$ cat config.mk
export PLATFORM = sky130hd
export DESIGN_NAME = tick_generator_mc
export DESIGN_NICKNAME = d
export VERILOG_FILES = /design/src/rtl/tick_pkg.sv /design/src/rtl/tick_channel.sv /design/src/rtl/tick_generator_mc.sv
export SDC_FILE = /design/constraint.sdc
export NUM_CORES = 1
export LEC_CHECK = 0
export ABC_AREA = 1
export BUFFER_PORTS_ARGS = -buffer_cell sky130_fd_sc_hd__buf_2
export CAP_MARGIN = 20
export CORE_MARGIN = 5
export CORE_UTILIZATION = 45
export CTS_BUF_LIST = sky130_fd_sc_hd__clkbuf_8 sky130_fd_sc_hd__clkbuf_16
export DETAILED_ROUTE_END_ITERATION = 10
export GPL_ROUTABILITY_DRIVEN = 0
export PLACE_DENSITY = 0.64
export SYNTH_ARGS = -nofsm -noshare
export SYNTH_HDL_FRONTEND = slang
export SYNTH_HIERARCHICAL = 1
export SYNTH_SLANG_ARGS = --single-unit
$ cat constraint.sdc
create_clock -name clk -period 2.4 [get_ports clk]
set_input_delay 0.12 -clock clk [delete_from_list [all_inputs] [get_ports clk]]
set_output_delay 0.12 -clock clk [all_outputs]
set_load 0.05 [all_outputs]
$ cat src/rtl/tick_pkg.sv
// rtl/tick_pkg.sv - shared game-mode encodings, mode masks and tick defaults
package tick_pkg;

  localparam int MODE_W         = 3;
  localparam int NUM_MODES      = 1 << MODE_W;
  localparam int DEFAULT_PERIOD = 16385;

  typedef enum logic [MODE_W-1:0] {
    MODE_IDLE      = 3'b000,
    MODE_ATTRACT   = 3'b001,
    MODE_PLAY      = 3'b010,
    MODE_PAUSE     = 3'b011,
    MODE_DEATH     = 3'b100,
    MODE_BONUS     = 3'b101,
    MODE_LEVEL_END = 3'b110,
    MODE_GAME_OVER = 3'b111
  } game_mode_e;

  // Per-channel run masks: bit m set means the channel runs in mode m.
  localparam logic [NUM_MODES-1:0] MASK_NONE     = 8'b0000_0000;
  localparam logic [NUM_MODES-1:0] MASK_GAMEPLAY = 8'b0010_0101;
  localparam logic [NUM_MODES-1:0] MASK_PLAY     = 8'b0000_0100;
  localparam logic [NUM_MODES-1:0] MASK_ALL      = 8'b1111_1111;

  // One-hot mask bit for a single mode, handy for building custom masks.
  function automatic logic [NUM_MODES-1:0] mode_bit(input game_mode_e m);
    logic [NUM_MODES-1:0] r;
    r = '0;
    r[m] = 1'b1;
    return r;
  endfunction

endpackage

$ cat src/rtl/tick_channel.sv
// rtl/tick_channel.sv - one tick channel: period register, phase counter, tick and overrun flags
module tick_channel
  import tick_pkg::*;
#(
  parameter int CNT_W          = 15,
  parameter int DEFAULT_PERIOD = tick_pkg::DEFAULT_PERIOD
) (
  input  logic             clk,
  input  logic             rst,
  input  logic             active_i,
  input  logic             pulse_mode_i,
  input  logic [CNT_W-1:0] period_i,
  input  logic             period_we_i,
  input  logic             ack_i,
  output logic             tick_o,
  output logic             overrun_o
);

  localparam logic [CNT_W-1:0] ONE       = CNT_W'(1);
  localparam logic [CNT_W-1:0] RST_PERIOD = CNT_W'(DEFAULT_PERIOD);

  logic [CNT_W-1:0] period_q, period_d;
  logic [CNT_W-1:0] cnt_q, cnt_d;
  logic             tick_q, tick_d;
  logic             overrun_q, overrun_d;
  // Set when the tick currently high is a sticky level waiting for an ack.
  logic             sticky_q, sticky_d;
  logic             fire;
  logic             ack_eff;

  // Next-state: period write beats inactivity, which beats normal counting.
  always_comb begin
    period_d  = period_q;
    cnt_d     = cnt_q;
    tick_d    = tick_q;
    overrun_d = overrun_q;
    sticky_d  = sticky_q;
    fire      = 1'b0;
    // An ack only matters for a sticky tick, or when the channel is sticky now.
    ack_eff   = ack_i & (sticky_q | ~pulse_mode_i);

    if (period_we_i) begin
      period_d = period_i;
      cnt_d    = '0;
      tick_d   = 1'b0;
      sticky_d = 1'b0;
    end else if (!active_i) begin
      cnt_d     = '0;
      tick_d    = 1'b0;
      overrun_d = 1'b0;
      sticky_d  = 1'b0;
    end else begin
      if (period_q == '0) begin
        cnt_d = '0;
      end else if (cnt_q == period_q - ONE) begin
        fire  = 1'b1;
        cnt_d = '0;
      end else begin
        cnt_d = cnt_q + ONE;
      end

      if (fire) begin
        tick_d   = 1'b1;
        sticky_d = ~pulse_mode_i;
        // A fire coinciding with an ack wins the tick but clears overrun.
        if (ack_eff) begin
          overrun_d = 1'b0;
        end else if (!pulse_mode_i && tick_q && sticky_q) begin
          overrun_d = 1'b1;
        end
      end else if (ack_eff) begin
        tick_d    = 1'b0;
        overrun_d = 1'b0;
        sticky_d  = 1'b0;
      end else if (!sticky_q) begin
        tick_d = 1'b0;
      end
    end
  end

  // State registers with synchronous reset to the default period.
  always_ff @(posedge clk) begin
    if (rst) begin
      period_q  <= RST_PERIOD;
      cnt_q     <= '0;
      tick_q    <= 1'b0;
      overrun_q <= 1'b0;
      sticky_q  <= 1'b0;
    end else begin
      period_q  <= period_d;
      cnt_q     <= cnt_d;
      tick_q    <= tick_d;
      overrun_q <= overrun_d;
      sticky_q  <= sticky_d;
    end
  end

  assign tick_o    = tick_q;
  assign overrun_o = overrun_q;

endmodule

$ cat src/rtl/tick_generator_mc.sv
// rtl/tick_generator_mc.sv - multi-channel mode-gated tick generator
module tick_generator_mc #(
  parameter int NUM_CH         = 4,
  parameter int CNT_W          = 15,
  parameter int MODE_W         = tick_pkg::MODE_W,
  parameter int DEFAULT_PERIOD = tick_pkg::DEFAULT_PERIOD
) (
  input  logic                          clk,
  input  logic                          rst,
  input  logic [MODE_W-1:0]             mode,
  input  logic [NUM_CH*(2**MODE_W)-1:0] mode_mask,
  input  logic [NUM_CH-1:0]             pulse_mode,
  input  logic [CNT_W-1:0]              period_in,
  input  logic [NUM_CH-1:0]             period_we,
  input  logic [NUM_CH-1:0]             tick_ack,
  output logic [NUM_CH-1:0]             tick,
  output logic [NUM_CH-1:0]             overrun
);

  import tick_pkg::*;

  localparam int CH_MODES = 1 << MODE_W;

  // Each channel takes its own slice of the mode mask and sees only its own strobes.
  for (genvar c = 0; c < NUM_CH; c++) begin : g_ch
    logic [CH_MODES-1:0] ch_mask;
    logic                ch_active;

    assign ch_mask   = mode_mask[c*CH_MODES +: CH_MODES];
    assign ch_active = ch_mask[mode];

    tick_channel #(
      .CNT_W          (CNT_W),
      .DEFAULT_PERIOD (DEFAULT_PERIOD)
    ) u_ch (
      .clk          (clk),
      .rst          (rst),
      .active_i     (ch_active),
      .pulse_mode_i (pulse_mode[c]),
      .period_i     (period_in),
      .period_we_i  (period_we[c]),
      .ack_i        (tick_ack[c]),
      .tick_o       (tick[c]),
      .overrun_o    (overrun[c])
    );
  end

endmodule

==> Implementation_results.wiki, run 1 <==
{| class="wikitable"
! Metric !! Value
|-
| Slowest Stage Delay on Critical Path || 0.31 ns
|-
| Wire length per cell after detailed routing || about 13 um
|-
| Post-Syn Area || ~8500 um^2
|-
| Number of buffer and inverter instances along the worst setup path || 1
|-
| Synth Area in Compound Gates || about a tenth
|-
| Number of global-route vias before repair || around 7300
|-
| Clock skew || 0.00843 ns
|-
| Post-synthesis net count || approximately 1400
|-
| HPWL after DPL || about 16000 um
|-
| Number of placement rows || 50
|-
| Starting utilization of the core area || 45.7%
|-
| Total of max-cap violations || 0
|-
| Die Span Y || 148 um
|-
| Worst Path Max Fanout || 15
|-
| Post-CTS Setup Bufs || 0
|-
| Sequence of cells on the critical path || inv_1, ha_1, nand2_1, nand2_1, nand2_1, nand2_1, nand2_1, nor2_1, nand3_1, nor2_1, nand3_2, nand3_2, nor3_1
|-
| EDFF count, synth || 0
|-
| Chip Width || around 150 um
|-
| Resized cells post-CTS || 0
|-
| Synth Area in Adders || around 1.2%
|-
| Clock latency on the worst-skew pair || 0.43 ns
|-
| Share of cell area taken by muxes after synthesis || 0%
|-
| Unrepaired setup endpoints after global routing || false
|-
| Nature of the critical path startpoint || register
|-
| Worst reg2reg setup slack || ~0.34 ns
|-
| Cell area after placement || 9020 um^2
|-
| Most Frequent Cell on Critical Path || sky130_fd_sc_hd__nand2_1
|-
| Post-synthesis share of cell area spent on and, or, nand and nor gates || between 40 and 50%
|-
| Leakage component of the power || approximately 0.0044 uW
|-
| Period utilisation layout || between 80% and 90%
|-
| IR drop worst, VDD || between 0.5 and 0.6 mV
|-
| Number of H-tree branching levels || 4
|-
| Drt total wl || around 21000 um
|-
| XOR/XNOR Fraction of Synth Area || under 10%
|-
| Worst reg2reg endpoint || g_ch[0].u_ch/cnt_q[2]
|-
| Number of nets in the layout || roughly 1500
|-
| Transition time at the pin with the least slew margin || about 0.6 ns
|-
| Setup tns final || 0 ns
|-
| Area used by multi-input combinational logic || between 4000 and 5000 um^2
|-
| Filler cell count || between 1500 and 2000
|-
| Maximum clock path buffer count || 2
|-
| Sequential cell area || 2640 um^2
|-
| Worst setup slack after placement || approximately 0.33 ns
|-
| Total DRC errors in the routed layout || 0
|-
| Overall die area || 21800 um^2
|-
| Dominant combinational cell family by area after synthesis || simple AND/OR/NAND/NOR gates
|-
| CTS Buf Count || 17
|-
| HP Start || period_in[12]
|-
| Avg Synthesized Cell Area || approximately 6.2 um^2
|-
| # diodes || 0
|-
| Hold violation total from the final report || 0
|-
| Pin count of the biggest net entering global routing || 25
|-
| Reg-to-reg critical path startpoint || g_ch[0].u_ch/period_q[0]
|-
| Endpoint type of the worst setup path || register
|-
| Floorplan core area || ~19000 um^2
|-
| End point of the most critical hold path || g_ch[0].u_ch/period_q[12]
|-
| CP arrival || between 2 and 2.5 ns
|-
| Power density of the placed cells || 619 nW/um^2
|-
| Crit path max-delay cell type || sky130_fd_sc_hd__dfxtp_1
|-
| Dominant delay contributor by cell family on the critical path || simple AND/OR/NAND/NOR gates
|-
| Most used flip-flop cell after synthesis || sky130_fd_sc_hd__dfxtp_1
|-
| Fin util || 51.9%
|-
| Global-route wire length before repair || around 36000 um
|-
| Sequential area share after synthesis || a little over 30%
|-
| Number of vias after detailed routing || 8204
|-
| Cells on Worst Hold Path || 3
|-
| Minimum setup slack in the final design || roughly 0.34 ns
|-
| Critical path type || register to register
|-
| Total GRT Usage || 19.9%
|-
| Number of antenna violations at the first check in global routing || 0
|-
| Number of port buffers || a little over 70
|-
| Fraction of layout cells with a size suffix above 1 || between 10 and 15%
|-
| Drt first-iter violations || around 450
|-
| Final slew viol count || 0
|-
| Gr ovfl total || 0
|-
| Timing-limited maximum frequency || 0.486 GHz
|-
| Number of distinct library cells after synthesis || 34
|-
| Worst hold slack after final layout || around 0.013 ns
|-
| Number of sinks handled by clock tree synthesis || approximately 130
|-
| Result of the run || complete, no violations
|-
| Syn Inst Count || ~1400
|-
| Final min period || between 2 and 2.5 ns
|-
| Proportion of synthesized flip-flops having asynchronous set or reset || 0%
|-
| Synthesis-to-finish area growth || 13.7%
|-
| Pre-Repair DR Iteration Count || 5
|-
| Antenna-violating nets left || 0
|-
| Routed via count divided by cell count || a little under 5
|-
| Clock-pin slew on the worst setup and hold paths || about 0.060 ns
|-
| Synthesis-stage register bit count || 132
|-
| R2R cell count || 13
|-
| Path class of the lowest-slack min-delay path || input pin to register
|-
| Worst EP required || 2.70 ns
|-
| Master cell of the clock root buffer || sky130_fd_sc_hd__clkbuf_16
|-
| I/O pins || between 70 and 80
|-
| Clock tree from TritonCTS || yes
|-
| Finish-stage setup viols || 0
|-
| Final instance area || 9680 um^2
|-
| Syn. warnings || 6
|-
| Max transition margin || slightly below 60%
|}
[stage by stage]
step                      total power (uW)  std cells
after CTS                             6050       1684
after global placement                3210       1650
final                                 5990       1684
after detailed placement              3220       1650
after global routing                  6290       1684
after floorplan                       3000       1370
[logic make-up after synthesis]
group	count (synthesis)
AO/OA/AOI/OAI	155
XOR/XNOR	53
adder cells (fa/ha/maj)	8
buffers and inverters	246
flip-flops	132
AND/OR/NAND/NOR	776
[repair_timing]
action                                 4_1_cts  5_1_grt
setup endpoints to repair                    0        0
endpoints found under the hold margin        2        0
hold buffers                                 2        0
[flip-flops by register name, summed over array words and instances (netlist names)]
| name | flops |
|---|---|
| g_ch.u_ch/period_q | 60 |
| g_ch.u_ch/cnt_q | 60 |
| g_ch.u_ch/tick_o | 4 |
| g_ch.u_ch/overrun_o | 4 |
| g_ch.u_ch/sticky_q | 4 |
[power by group]
part,total [uW],switching (uW),internal (uW)
Sequential,2360,93.0,2270
Clock,2810,1030,1780
Combinational,823,534,288
Total,5990,1660,4330
[Yosys cell counts, types with 17 or more instances]
| library cell | number | area share [%] |
|---|---|---|
| sky130_fd_sc_hd__inv_1 | 199 | 8.8 |
| sky130_fd_sc_hd__xnor2_1 | 17 | 1.7 |
| sky130_fd_sc_hd__nand2_1 | 354 | 16 |
| sky130_fd_sc_hd__xor2_1 | 36 | 3.7 |
| sky130_fd_sc_hd__nand4_1 | 23 | 1.7 |
| sky130_fd_sc_hd__nand3_1 | 94 | 5.5 |
| sky130_fd_sc_hd__a21oi_1 | 55 | 3.2 |
| sky130_fd_sc_hd__nor2_2 | 28 | 2.1 |
| sky130_fd_sc_hd__o21ai_0 | 74 | 4.4 |
| sky130_fd_sc_hd__nor2_1 | 197 | 8.7 |
| sky130_fd_sc_hd__nor3_1 | 19 | 1.1 |
| sky130_fd_sc_hd__dfxtp_1 | 132 | 31 |
[placed cells by master, fill, tap and decap left out, drive strengths merged]
| cell | n |
|---|---|
| a21oi | 68 |
| nand4 | 23 |
| clkbuf | 18 |
| dfxtp | 132 |
| inv | 215 |
| nand3 | 109 |
| o21bai | 3 |
| and2 | 4 |
| nor4 | 10 |
| dlygate4sd3 | 2 |
| xnor2 | 17 |
| or2 | 5 |
| clkinvlp | 3 |
| a31oi | 7 |
| xor2 | 36 |
| buf | 73 |
| o21ai | 77 |
| bufinv | 4 |
| nor3b | 1 |
| nor3 | 25 |
| nor2 | 234 |
| clkinv | 11 |
| nand2 | 365 |
| ha | 8 |
[worst max-delay path by stage]
| stage | from | to | slack [ns] | depth (start not counted) |
|---|---|---|---|---|
| after floorplan | g_ch[0].u_ch/period_q[0] | g_ch[0].u_ch/cnt_q[13] | 0.64 | 14 |
| after global placement | g_ch[0].u_ch/period_q[0] | g_ch[0].u_ch/cnt_q[13] | 0.35 | 13 |
| after detailed placement | g_ch[0].u_ch/period_q[0] | g_ch[0].u_ch/cnt_q[13] | 0.33 | 13 |
| after CTS | g_ch[0].u_ch/period_q[0] | g_ch[0].u_ch/cnt_q[2] | 0.32 | 13 |
| after global routing | g_ch[0].u_ch/period_q[0] | g_ch[0].u_ch/cnt_q[7] | 0.03 | 13 |
| final | g_ch[0].u_ch/period_q[0] | g_ch[0].u_ch/cnt_q[2] | 0.34 | 13 |
[worst min-delay path, cell delays in order]
cell                     delay (ns)
sky130_fd_sc_hd__buf_2         0.14
sky130_fd_sc_hd__nor2_1        0.06
sky130_fd_sc_hd__nor2_1        0.08
[area by class of cell]
class                           count  area share [%]
Multi-Input combinational cell    992            50.5
Sequential cell                   132            27.3
Inverter                          219            8.52
Clock buffer                       18            4.54
Timing Repair Buffer               75            4.03
Tap cell                          234            3.02
Clock inverter                     14            2.07
[metal layers]
| layer | part of all wire, % | vias up | track usage, % |
|---|---|---|---|
| met4 | 2.1 | 0 | 6.90 |
| met1 | 50 | 3609 | 27.8 |
| met3 | 3.5 | 29 | 3.13 |
| li1 | - | 4421 | - |
| met2 | 44 | 145 | 31.3 |
| met5 | 0 | - | 0 |
Power figures use the tool's default switching activity.
==> run 2: changes to the inputs <==
MAX_ROUTING_LAYER = met4   (was default)
SKIP_LAST_GASP = 1   (was default)
SYNTH_HIERARCHICAL = default   (was 1)
==> run 2 against run 1 <==
Against the previous run:
- die area is 0.20% higher
- hold slack worse by 0.010 ns
- register-to-register slack worse by 0.11 ns
- sequential share of layout area is 0.19 points higher
- largest cell class unchanged
- flip-flop and latch count stayed put
- non-clock buffer count is 7 higher
- core utilization is 0.53 points lower
- synthesized cell count is 3.2% lower
==> Implementation_results.wiki, run 2 <==
{| class="wikitable"
! Metric !! Value
|-
| HPWL after DPL || ~17000 um
|-
| Wire length per cell after detailed routing || 13.6 um
|-
| Total of max-cap violations || 0
|-
| I/O pins || 72
|-
| Fraction of layout cells with a size suffix above 1 || between 10% and 20%
|-
| IR drop worst, VDD || 0.559 mV
|-
| Die Span Y || 148 um
|-
| Clock tree from TritonCTS || yes
|-
| Portion of synthesized cell area occupied by the leading cell type || 31.0%
|-
| Pre-Repair DR Iteration Count || 7
|-
| Period utilisation layout || ~90%
|-
| Net Switching || about 1600 uW
|-
| Switching part of the total power || between 20 and 30%
|-
| Avg Synthesized Cell Area || ~6.4 um^2
|-
| Gr ovfl total || 0
|-
| Setup tns final || 0 ns
|-
| Pin count of the biggest net entering global routing || 58
|-
| CTS Buf Count || 17
|-
| Finish-stage setup viols || 0
|-
| Number of nets in the layout || roughly 1500
|-
| Syn Inst Count || ~1300
|-
| Fin util || 51.4%
|-
| Syn. warnings || 0
|-
| Final instance area || just under 10000 um^2
|-
| Most common cell in the synthesized netlist || sky130_fd_sc_hd__nand2_1
|-
| Timing-limited maximum frequency || 0.461 GHz
|-
| Most used flip-flop cell after synthesis || sky130_fd_sc_hd__dfxtp_1
|-
| Floorplan core area || about 19000 um^2
|-
| Number of antenna violations at the first check in global routing || 0
|-
| Endpoint type of the worst setup path || register
|-
| Synthesis-to-finish area growth || 12.7%
|-
| Dominant delay contributor by cell family on the critical path || simple AND/OR/NAND/NOR gates
|-
| Int Power || about 4000 uW
|-
| Number of placement rows || 50
|-
| EDFF count, synth || 0
|-
| Drt total wl || around 22000 um
|-
| Global-route wire length before repair || roughly 37000 um
|-
| Maximum clock path buffer count || 2
|-
| Cell area after placement || 9020 um^2
|-
| Critical path type || register to register
|-
| Hold violation total from the final report || 0
|-
| Total power of the final layout || between 5000 and 6000 uW
|-
| Worst hold slack after final layout || roughly 0.0024 ns
|-
| Largest registers || g_ch.u_ch.cnt_q (60), g_ch.u_ch.period_q (60)
|-
| Clock latency on the worst-skew pair || 0.42 ns
|-
| Worst EP required || around 2.8 ns
|-
| CP arrival || 2.51 ns
|-
| Most common library cell in the layout ignoring fill and taps || sky130_fd_sc_hd__nand2_1
|-
| Result of the run || complete, no violations
|-
| Leakage component of the power || roughly 0.0043 uW
|-
| Total DRC errors in the routed layout || 0
|-
| Unrepaired setup endpoints after global routing || false
|-
| # diodes || 0
|-
| Crit path max-delay cell type || sky130_fd_sc_hd__dfxtp_1
|-
| Sequential fraction of design power || 42.1%
|-
| Master cell of the clock root buffer || sky130_fd_sc_hd__clkbuf_16
|-
| Total GRT Usage || a little over a fifth
|-
| Sequence of cells on the critical path || inv_1, ha_1, nand3_2, nor2_2, nand3_1, nand2_1, nand2_1, nand2_1, nor2_1, nand2_1, nand3_4, nor3b_1
|-
| Proportion of synthesized flip-flops having asynchronous set or reset || 0%
|-
| Number of H-tree branching levels || 4
|-
| Most Frequent Cell on Critical Path || sky130_fd_sc_hd__nand2_1
|-
| Chip Width || 148 um
|-
| Sequential area share after synthesis || 31.0%
|-
| Power density of the placed cells || 584 nW/um^2
|-
| Post-synthesis net count || roughly 1400
|-
| Overall die area || 21800 um^2
|-
| Drt first-iter violations || 500
|-
| Routed via count divided by cell count || approximately 5.0
|-
| Commonest cells post-synth || 300 x sky130_fd_sc_hd__nand2_1, 255 x sky130_fd_sc_hd__nor2_1, 144 x sky130_fd_sc_hd__inv_1, 132 x sky130_fd_sc_hd__dfxtp_1, 95 x sky130_fd_sc_hd__o21ai_0
|-
| Number of distinct library cells after synthesis || 48
|-
| Final slew viol count || 0
|-
| Synthesis-stage register bit count || approximately 130
|-
| Slowest Stage Delay on Critical Path || roughly 0.31 ns
|-
| Clock-pin slew on the worst setup and hold paths || ~0.05 ns
|-
| Post-Syn Area || approximately 8500 um^2
|-
| Number of port buffers || roughly 70
|-
| Path class of the lowest-slack min-delay path || input pin to register
|-
| Worst Path Max Fanout || 15
|-
| Starting utilization of the core area || between 40% and 50%
|-
| Main area contributors after synthesis || sky130_fd_sc_hd__dfxtp_1 31%, sky130_fd_sc_hd__nand2_1 13%, sky130_fd_sc_hd__nor2_1 11%, sky130_fd_sc_hd__inv_1 6.3%, sky130_fd_sc_hd__o21ai_0 5.6%
|-
| Number of sinks handled by clock tree synthesis || ~130
|-
| Clock skew || roughly 0.0052 ns
|-
| Final min period || 2.17 ns
|-
| Most frequent cells in the layout || 300 x sky130_fd_sc_hd__nand2_1, 255 x sky130_fd_sc_hd__nor2_1, 148 x sky130_fd_sc_hd__inv_1, 132 x sky130_fd_sc_hd__dfxtp_1, 95 x sky130_fd_sc_hd__o21ai_0
|-
| Number of vias after detailed routing || about 8100
|-
| Max transition margin || 57.5%
|-
| Number of buffer and inverter instances along the worst setup path || 1
|-
| Combinational cell fraction of total power || 16.2%
|-
| Nature of the critical path startpoint || register
|-
| Transition time at the pin with the least slew margin || about 0.64 ns
|-
| Most area-hungry cell type in the Yosys netlist || sky130_fd_sc_hd__dfxtp_1
|-
| Share of power burned in the clock network || a little over two fifths
|-
| Antenna-violating nets left || 0
|-
| Number of global-route vias before repair || around 7700
|}
## run 2: changes by cell type after synthesis, sizes merged, moves of 14 or more
| cell | before | now |
|---|---|---|
| nand3b | 0 | 17 |
| xor2 | 36 | 54 |
| nand3 | 109 | 84 |
| inv | 212 | 147 |
| xnor2 | 17 | 31 |
| nand2 | 365 | 308 |
| a21oi | 68 | 43 |
| nor2 | 234 | 283 |
| o21ai | 77 | 96 |
## run 2: worst paths after layout
kind              slack, ns                      to                startpoint  depth (start not counted)
hold reg to reg        0.45  g_ch[0].u_ch.overrun_o    g_ch[0].u_ch.overrun_o                          2
setup reg to reg       0.23   g_ch[2].u_ch.cnt_q[3]  g_ch[2].u_ch.period_q[0]                         12
hold / removal        0.002     g_ch[1].u_ch.tick_o               tick_ack[1]                          4
setup / recovery       0.23   g_ch[2].u_ch.cnt_q[3]  g_ch[2].u_ch.period_q[0]                         12
## run 2: worst reg2reg max path: cells and delay by family, from the launching register on
| family | cells | cell delay, ns |
|---|---|---|
| adders and majority gates | 1 | 0.25 |
| buffers and inverters | 1 | 0.11 |
| DFF | 1 | 0.31 |
| and+or+nand+nor | 10 | 1.43 |
## run 2: per-layer routing
| metal | vias up | wire length [um] | track usage [%] |
|---|---|---|---|
| met2 | 148 | 10600 | 35.7 |
| met3 | 19 | 886 | 3.74 |
| met5 | - | 0 | - |
| li1 | 4328 | - | - |
| met1 | 3635 | 10500 | 27.2 |
| met4 | 0 | 272 | 4.94 |
## run 2: timing repair
item / in CTS / in global routing
setup endpoints to repair: 0 / 26
buffers inserted: 0 / 1
hold endpoints to repair: 4 / 0
resized for setup: 0 / 3
hold buffers: 4 / 0
## run 2: power groups by stage
stage / combinational [uW] / sequential [uW] / clock (uW)
2_1_floorplan: 668 / 2380 / 0
3_3_place_gp: 880 / 2410 / 0
3_5_place_dp: 888 / 2410 / 0
4_1_cts: 900 / 2360 / 2400
5_1_grt: 1040 / 2370 / 2500
6_report: 908 / 2360 / 2350
## run 2: cell families (layout without fill, tap and decap cells)
kind of cell	Yosys count	after routing	share of synthesized area, %
compound gates	157	157	9.97
xor+xnor	87	87	9.34
fa+ha+maj	8	8	1.17
buf+inv	188	264	9.21
flops	132	132	31.0
mux	7	7	0.821
simple gates	747	747	38.5
## run 2: area by class of cell
type / instances / area [um^2]
sequential: 132 / 2640
clock inverter: 10 / 43.8
tap: 234 / 293
clock buffer: 21 / 480
timing repair buffer: 82 / 473
multi-input combinational: 1006 / 5110
fill: 1911 / 9090
inverter: 151 / 567
## run 2: stage by stage
stage / instances / setup slack (ns)
after floorplan: 1326 / 0.404
after global placement: 1600 / 0.268
after detailed placement: 1600 / 0.171
after CTS: 1635 / 0.134
after global routing: 1636 / 0.0265
final: 1636 / 0.232
